**src/rtl/apb_uart_pkg.sv**
```systemverilog
// Shared types and constants for the APB UART client arbiter and its clients.
// Holds the APB state encoding, client id type and UART register map.
package apb_uart_pkg;

    typedef enum logic [1:0] {
        IDLE   = 2'd0,
        SETUP  = 2'd1,
        ACCESS = 2'd2
    } apb_state_t;

    typedef logic client_id_t;

    localparam int unsigned NUM_CLIENTS = 2;

    // Byte offsets of the apb_uart_top register file
    localparam logic [7:0] UART_RBR_THR = 8'h00;
    localparam logic [7:0] UART_IER     = 8'h04;
    localparam logic [7:0] UART_IIR_FCR = 8'h08;
    localparam logic [7:0] UART_LCR     = 8'h0C;
    localparam logic [7:0] UART_MCR     = 8'h10;
    localparam logic [7:0] UART_LSR     = 8'h14;
    localparam logic [7:0] UART_MSR     = 8'h18;
    localparam logic [7:0] UART_SCR     = 8'h1C;

    function automatic client_id_t other_client(input client_id_t id);
        return ~id;
    endfunction

    function automatic logic [1:0] client_onehot(input client_id_t id);
        return id ? 2'b10 : 2'b01;
    endfunction

endpackage

```
**src/rtl/rr_arb2.sv**
```systemverilog
// Two-way round-robin picker: the client named by ptr wins a tie.
// Purely combinational; the pointer register is owned by the caller.
module rr_arb2
    import apb_uart_pkg::*;
(
    input  logic [1:0] req,
    input  client_id_t ptr,
    output logic [1:0] gnt
);

    always_comb begin
        gnt = 2'b00;
        if (ptr == 1'b0) begin
            if (req[0])      gnt = 2'b01;
            else if (req[1]) gnt = 2'b10;
        end else begin
            if (req[1])      gnt = 2'b10;
            else if (req[0]) gnt = 2'b01;
        end
    end

endmodule

```
**src/rtl/apb_uart_arbiter.sv**
```systemverilog
// Two-client APB master sharing one APB UART slave: round-robin grant,
// SETUP/ACCESS sequencing, wait-state timeout and per-client response strobe.
module apb_uart_arbiter
    import apb_uart_pkg::*;
#(
    parameter int unsigned ADDR_W         = 32,
    parameter int unsigned DATA_W         = 32,
    parameter int unsigned TIMEOUT_CYCLES = 16
)
(
    input  logic                PCLK,
    input  logic                PRESETn,
    input  logic [1:0]          req_valid,
    input  logic [1:0]          req_write,
    input  logic [2*ADDR_W-1:0] req_addr,
    input  logic [2*DATA_W-1:0] req_wdata,
    output logic [1:0]          req_ready,
    output logic [1:0]          rsp_valid,
    output logic [DATA_W-1:0]   rsp_rdata,
    output logic                rsp_err,
    output logic                PSELx,
    output logic                PENABLE,
    output logic                PWRITE,
    output logic [ADDR_W-1:0]   PADDR,
    output logic [DATA_W-1:0]   PWDATA,
    input  logic [DATA_W-1:0]   PRDATA,
    input  logic                PREADY,
    input  logic                PSLVERR
);

    localparam int unsigned CNT_W = (TIMEOUT_CYCLES > 0) ? $clog2(TIMEOUT_CYCLES + 1) : 1;
    localparam logic [CNT_W-1:0] WAIT_LAST =
        (TIMEOUT_CYCLES > 0) ? CNT_W'(TIMEOUT_CYCLES - 1) : '0;

    apb_state_t          state;
    apb_state_t          state_next;
    client_id_t          ptr;
    client_id_t          id_q;
    logic [1:0]          gnt;
    client_id_t          gnt_id;
    logic                accept;
    logic                timeout_hit;
    logic                complete;
    logic [CNT_W-1:0]    wait_cnt;
    logic                sel_write;
    logic [ADDR_W-1:0]   sel_addr;
    logic [DATA_W-1:0]   sel_wdata;

    rr_arb2 u_arb (
        .req (req_valid),
        .ptr (ptr),
        .gnt (gnt)
    );

    assign gnt_id    = gnt[1];
    assign accept    = (state == IDLE) && (gnt != 2'b00);
    assign req_ready = (PRESETn && (state == IDLE)) ? gnt : 2'b00;

    assign sel_write = gnt_id ? req_write[1] : req_write[0];
    assign sel_addr  = gnt_id ? req_addr[ADDR_W +: ADDR_W]  : req_addr[0 +: ADDR_W];
    assign sel_wdata = gnt_id ? req_wdata[DATA_W +: DATA_W] : req_wdata[0 +: DATA_W];

    // The abort fires on the TIMEOUT_CYCLES-th low-ready ACCESS cycle; wait_cnt
    // holds the number of earlier low-ready cycles, hence the compare to N-1.
    assign timeout_hit = (TIMEOUT_CYCLES != 0) && (state == ACCESS) && !PREADY &&
                         (wait_cnt == WAIT_LAST);
    assign complete    = (state == ACCESS) && (PREADY || timeout_hit);

    always_ff @(posedge PCLK or negedge PRESETn) begin
        if (!PRESETn) state <= IDLE;
        else          state <= state_next;
    end

    always_comb begin
        state_next = state;
        PSELx      = 1'b0;
        PENABLE    = 1'b0;
        case (state)
            IDLE: begin
                if (accept) state_next = SETUP;
            end
            SETUP: begin
                PSELx      = 1'b1;
                state_next = ACCESS;
            end
            ACCESS: begin
                PSELx   = 1'b1;
                PENABLE = 1'b1;
                if (complete) state_next = IDLE;
            end
            default: state_next = IDLE;
        endcase
    end

    // Request latch drives the APB address/data bus directly, so the bus
    // keeps its last values while idle.
    always_ff @(posedge PCLK or negedge PRESETn) begin
        if (!PRESETn) begin
            ptr    <= 1'b0;
            id_q   <= 1'b0;
            PWRITE <= 1'b0;
            PADDR  <= '0;
            PWDATA <= '0;
        end else if (accept) begin
            ptr    <= other_client(gnt_id);
            id_q   <= gnt_id;
            PWRITE <= sel_write;
            PADDR  <= sel_addr;
            PWDATA <= sel_wdata;
        end
    end

    always_ff @(posedge PCLK or negedge PRESETn) begin
        if (!PRESETn) begin
            wait_cnt <= '0;
        end else if (accept) begin
            wait_cnt <= '0;
        end else if ((state == ACCESS) && !PREADY) begin
            wait_cnt <= wait_cnt + CNT_W'(1);
        end
    end

    always_ff @(posedge PCLK or negedge PRESETn) begin
        if (!PRESETn) begin
            rsp_valid <= 2'b00;
            rsp_rdata <= '0;
            rsp_err   <= 1'b0;
        end else begin
            rsp_valid <= 2'b00;
            if (complete) begin
                rsp_valid <= client_onehot(id_q);
                rsp_rdata <= (timeout_hit || PWRITE) ? '0 : PRDATA;
                rsp_err   <= timeout_hit ? 1'b1 : PSLVERR;
            end
        end
    end

endmodule

```
**config.mk**
```make
export PLATFORM = sky130hd
export DESIGN_NAME = apb_uart_arbiter
export DESIGN_NICKNAME = d
export VERILOG_FILES = /design/src/rtl/apb_uart_pkg.sv /design/src/rtl/rr_arb2.sv /design/src/rtl/apb_uart_arbiter.sv
export SDC_FILE = /design/constraint.sdc
export NUM_CORES = 1
export LEC_CHECK = 0
export BUFFER_PORTS_ARGS = -buffer_cell sky130_fd_sc_hd__buf_2
export CAP_MARGIN = 20
export CORE_MARGIN = 2
export CORE_UTILIZATION = 43
export DETAILED_ROUTE_END_ITERATION = 10
export PLACE_DENSITY_LB_ADDON = 0.05
export SYNTH_ARGS = -nofsm -noshare
export SYNTH_HDL_FRONTEND = slang
export SYNTH_HIERARCHICAL = 1
export SYNTH_SLANG_ARGS = --single-unit
```
**constraint.sdc**
```tcl
create_clock -name PCLK -period 3.5 [get_ports PCLK]
set_clock_uncertainty 0.1 [all_clocks]
set_input_delay 0.175 -clock PCLK [delete_from_list [all_inputs] [get_ports PCLK]]
set_output_delay 0.175 -clock PCLK [all_outputs]
set_load 0.02 [all_outputs]
```
# Yosys cells after proc, flatten, opt, wreduce, memory -nomap -nowiden
# Index checks and enable logic that the tools add are counted.
[classes]
add_sub_neg = 1
n_reduce_logical = 13
n_eq_ne = 5
mux = 20
bitwise = 1
[op_table]
columns = ["op", "count"]
rows = [
  ["two-way mux 32 bit", 3],
  ["two-way mux 2 bit", 9],
  ["two-way mux 5 bit", 2],
  ["one-hot mux 2 bit (3 select lines)", 1],
  ["adder 5 x 1 -> 5 bit, second input constant", 1],
  ["equality test 5 x 4 -> 1 bit, second input constant", 1],
  ["logical AND 1 bit", 5],
  ["two-way mux 1 bit", 5],
  ["inequality test 2 bit, second input constant", 2],
  ["nonzero test 2 bit", 2],
  ["equality test 2 x 1 -> 1 bit, second input constant", 1],
  ["equality test 2 bit, second input constant", 1],
  ["logical NOT 2 bit", 1],
  ["logical OR 1 bit", 2],
  ["AND reduction 2 bit", 1],
  ["OR reduction 2 bit", 1],
  ["logical NOT 1 bit", 1],
  ["NOT 1 bit", 1],
]
[totals]
in_bits = 168
register_bits = 109
out_inout_bits = 104
wordCells = 50

# Longest topological paths before layout
[depth]
depth_word = 7
depth_mapped = 8
mapped_depth_nobuf = 5

# Hierarchy
# The synthesis kept the hierarchy.
[by_module_without_submodules]
columns = ["mod", "area_each_um2", "cells_per_inst", "instances"]
rows = [
  ["apb_uart_arbiter", 4769.6, 411, 1],
  ["rr_arb2", 18.8, 3, 1],
]

# Least setup slack after synthesis
# No wires, ideal clock.
[synth_path]
kind = "register -> register"
start = "register wait_cnt[0]"
end = "register rsp_rdata[10]"
setup_time_ns = 0.066
synth_period_minus_slack_ns = 1.720
arrival_time_ns = 1.554
stages_incl_launch_ff = 7
path_slack_ns = 1.780
cell_sequence = "dfrtp_1 -> ha_1 -> and3_1 -> ha_1 -> o21ai_2 -> buf_2 -> a22o_1"
[synth_between]
elab_chain_cells = 4
word_cells_on_any_way = 6
classes_between = "eq/ne: 1; mux: 1; reduce/logical: 4"
[synth_lines]
columns = ["item", "line_no", "rtl"]
rows = [
  ["from (decl)", "apb_uart_arbiter.sv:44", "logic [CNT_W-1:0] wait_cnt;"],
  ["from (signal assigned)", "apb_uart_arbiter.sv:119", "wait_cnt <= wait_cnt + CNT_W'(1);"],
  ["equality test 5 x 4 -> 1 bit *", "apb_uart_arbiter.sv:66", "(wait_cnt == WAIT_LAST);"],
  ["logical AND 1 bit *", "apb_uart_arbiter.sv:65", "assign timeout_hit = (TIMEOUT_CYCLES != 0) && (state == ACCESS) && !PREADY &&"],
  ["logical OR 1 bit, on equally long branches", "apb_uart_arbiter.sv:132, apb_uart_arbiter.sv:67", ""],
  ["two-way mux 32 bit / logical AND 1 bit (equally long branches)", "apb_uart_arbiter.sv:132, apb_uart_arbiter.sv:67", ""],
  ["to (signal assigned)", "apb_uart_arbiter.sv:132", "rsp_rdata <= (timeout_hit || PWRITE) ? '0 : PRDATA;"],
  ["to (decl)", "apb_uart_arbiter.sv:19", "output logic [DATA_W-1:0] rsp_rdata,"],
]
# Every way passes the cells marked *; elsewhere a longest branch is shown, timed or not.
# A chain may end at the register's enable or synchronous reset.

# Worst setup path after layout
[layout_path]
start = "register ptr"
end = "register PADDR[12]"
[layout_between]
elab_chain_cells = 3
word_cells_on_any_way = 4
classes_between = "mux: 2; reduce/logical: 2"
[layout_lines]
columns = ["item", "line_no", "rtl"]
rows = [
  ["from (decl)", "apb_uart_arbiter.sv:37", "client_id_t ptr;"],
  ["from (signal assigned)", "apb_uart_arbiter.sv:105", "ptr <= other_client(gnt_id);"],
  ["two-way mux 2 bit *", "rr_arb2.sv:13", "if (ptr == 1'b0) begin"],
  ["via gnt[1]", "apb_uart_arbiter.sv:39", "logic [1:0] gnt;"],
  ["nonzero test 2 bit", "apb_uart_arbiter.sv:56", "assign accept = (state == IDLE) && (gnt != 2'b00);"],
  ["logical AND 1 bit", "apb_uart_arbiter.sv:56", ""],
  ["to (signal assigned)", "apb_uart_arbiter.sv:108", "PADDR <= sel_addr;"],
  ["to (decl)", "apb_uart_arbiter.sv:24", "output logic [ADDR_W-1:0] PADDR,"],
]
# Mark *: on every way through the listed nets, which the timed path passes. The rest lies on a longest branch.

==> impl_metrics.ini <==
[yosys]
ys_top_cells_by_area = dfrtp_1, mux2i_1, o21ai_1
synth_area_um2 = 4788
yosysSeqAreaShare_pct = 56.96
synth_seq_cells = 109
ys_types = 31
syn_nets = 588
synth_top_cell_area_share_pct = 56.96
synth.avg_cell_area_um2 = 11.57
synthCells = 414
yosysWarnings = 6
synth_top_area_cell = dfrtp_1

[placed_design]
place_ws_ps = 1491
placedCellCount = 804
hpwlAfterDp_um = 9213
portBuffers = 271
dpl_cell_area_um2 = 6180
place_congestion = 0.7636

[timing]
fin_ws_ps = 1106
maxSlewHeadroom_pct = 39.28
rsz0062_at_grt = false
setup-violations-final = 0
slew_viol_final = 0
hold_viol = 0
worst-slew-pin-transition_ps = 910.8
max_freq_mhz = 417.7
fin_crit_sh_pct = 68.40
setup_tns_ps = 0
finalCriticalPeriod_ps = 2394

[critical_path]
rrSetupSlack_ps = 1110
r2r_start = ptr
worstSetupPathType = flip-flop to flip-flop
crit_path_start_kind = flip-flop
cp.required_ps = 3610
r2r_end = PADDR[12]
rr_worst_depth = 6
cp.arrival_ps = 2500
cp-end-kind = flip-flop
cp_max_fo = 38

[final_layout]
utilization_pct = 69.67
finalNetCount = 966
final_common_cell = buf_2
syn_to_final_growth_pct = 57.72
final_area_um2 = 7552
insertedDiodeCount = 0
drive_gt1_share_pct = 37.77
stdcell_count = 937
final_cell_mix = buf_2, dlygate4sd3_1, dfrtp_1

[die]
dieArea_um2 = 12000
core_um2 = 10840
fp.dieH_um = 109.5
die-width_um = 109.5
num_rows = 38
ioPinCount = 272
initial_core_util_pct = 44.17

[clock_network]
cts-root-buf = clkbuf_8
cts_setup_buffers = 0
cts_sinks = 109
hold_buffers = 112
clk_pin_slew_worst_paths_ps = 90
numCtsBuffers = 9
cts_buffer_depth = 2
clock_latency_ps = 350
cts_tree = yes
cts_resized = 0
htreeDepth = 3

[grt]
grt_util_all_layers_pct = 22.80
grt_pass1_vias = 4406
grt_pass1_wl_um = 20960
antenna_found_initial = 0
overflow = 0
grt_max_degree = 101

[job]
max-cap-violations = 0

[run_status]
outcome = completed

[route]
drt-total-wl_um = 14100
first_iter_violations = 180
vias = 4474
drtAntennaViolNets = 0
vias_per_cell = 4.775
drc = 0
dr.pass1.iters = 4
wl_per_cell_um = 15.04

[min_path]
min_path_cells = 3
hp-class = primary input to flip-flop
holdPathEnd = PWDATA[8]
worstHoldStart = req_wdata[8]

[power_and_ir_drop]
total_leakage_power_uw = 0.003959
power_density_nw_per_um2 = 745.7
ir_worst_vdd_uv = 379.4
how the worst max path moves through the flow:
stage / startpoint / endpoint / slack (ps)
5_1_grt: ptr / PADDR[12] / 940
3_3_place_gp: state[0] / PADDR[20] / 1600
3_5_place_dp: state[0] / PADDR[4] / 1490
6_report: ptr / PADDR[12] / 1110
4_1_cts: ptr / PADDR[17] / 1150
2_1_floorplan: wait_cnt[0] / rsp_rdata[10] / 1780
cells in the mapped netlist:
library cell,number
and2b_1,1
nor2_2,1
ha_1,6
xnor2_1,1
buf_4,4
nand3b_1,1
mux2_1,2
mux2i_1,65
o21ai_1,64
xor2_1,1
a21boi_1,1
a21oi_1,3
and3_1,3
nand3_1,1
buf_2,15
a211oi_1,1
nand2b_1,1
or3_1,1
a22o_1,32
o21ai_2,5
clkbuf_4,1
nand2_1,70
o21ai_4,1
buf_8,1
nor2b_1,1
a21boi_0,1
dfrtp_1,109
a2bb2oi_2,1
buf_6,7
nor2_1,7
inv_1,6
power by group:
group | switching [uW] | internal [uW] | total [uW]
clock network | 402 | 357 | 759
logic | 1700 | 1070 | 2770
registers | 293 | 1810 | 2110
total | 2390 | 3240 | 5630
per-layer routing:
layer | up-vias | share of wire, % | global-route usage, %
met5 | - | 0 | 0
met2 | 170 | 52 | 42.72
met1 | 2085 | 39 | 25.66
met3 | 17 | 6.6 | 4.861
li1 | 2202 | - | -
met4 | 0 | 1.6 | 7.233
registers in the layout, summed over array words and instances (netlist names), 2 cells and up:
signal     count
PADDR         32
state          2
rsp_valid      2
PWDATA        32
rsp_rdata     32
wait_cnt       5
critical path: stages, from the launching register on:
cell and delay [ps]:
dfrtp_1 370, inv_1 70, a21boi_4 210, buf_4 540, mux2i_1 270, dlygate4sd3_1 580
o21ai_1 60
kinds of logic (layout without fill, tap and decap cells):
| kind of cell | Yosys count | after routing | share of synthesized area (%) |
|---|---|---|---|
| mux | 67 | 67 | 14.06 |
| buf+inv | 34 | 417 | 4.782 |
| xor+xnor | 2 | 2 | 0.3659 |
| compound gates | 109 | 109 | 14.89 |
| simple gates | 87 | 87 | 7.369 |
| flops | 109 | 109 | 56.96 |
| fa+ha+maj | 6 | 6 | 1.568 |
area by class of cell:
type | count | area [um2]
clock buffers | 12 | 145.1
clock inverters | 4 | 56.30
fillers | 803 | 3288
inverters | 6 | 22.52
multi-input cells | 271 | 1843
flip-flops and latches | 109 | 2728
well taps | 140 | 175.2
repair buffers | 395 | 2582
metrics by stage:
stage / hold WS (ps) / total power, uW
2_1_floorplan: -220.6 / 3893
3_3_place_gp: 230.0 / 4679
3_5_place_dp: 239.0 / 4751
4_1_cts: 0.09545 / 5671
5_1_grt: 1.483 / 6028
6_report: 12.75 / 5632
(Power assumes the default switching activity.)
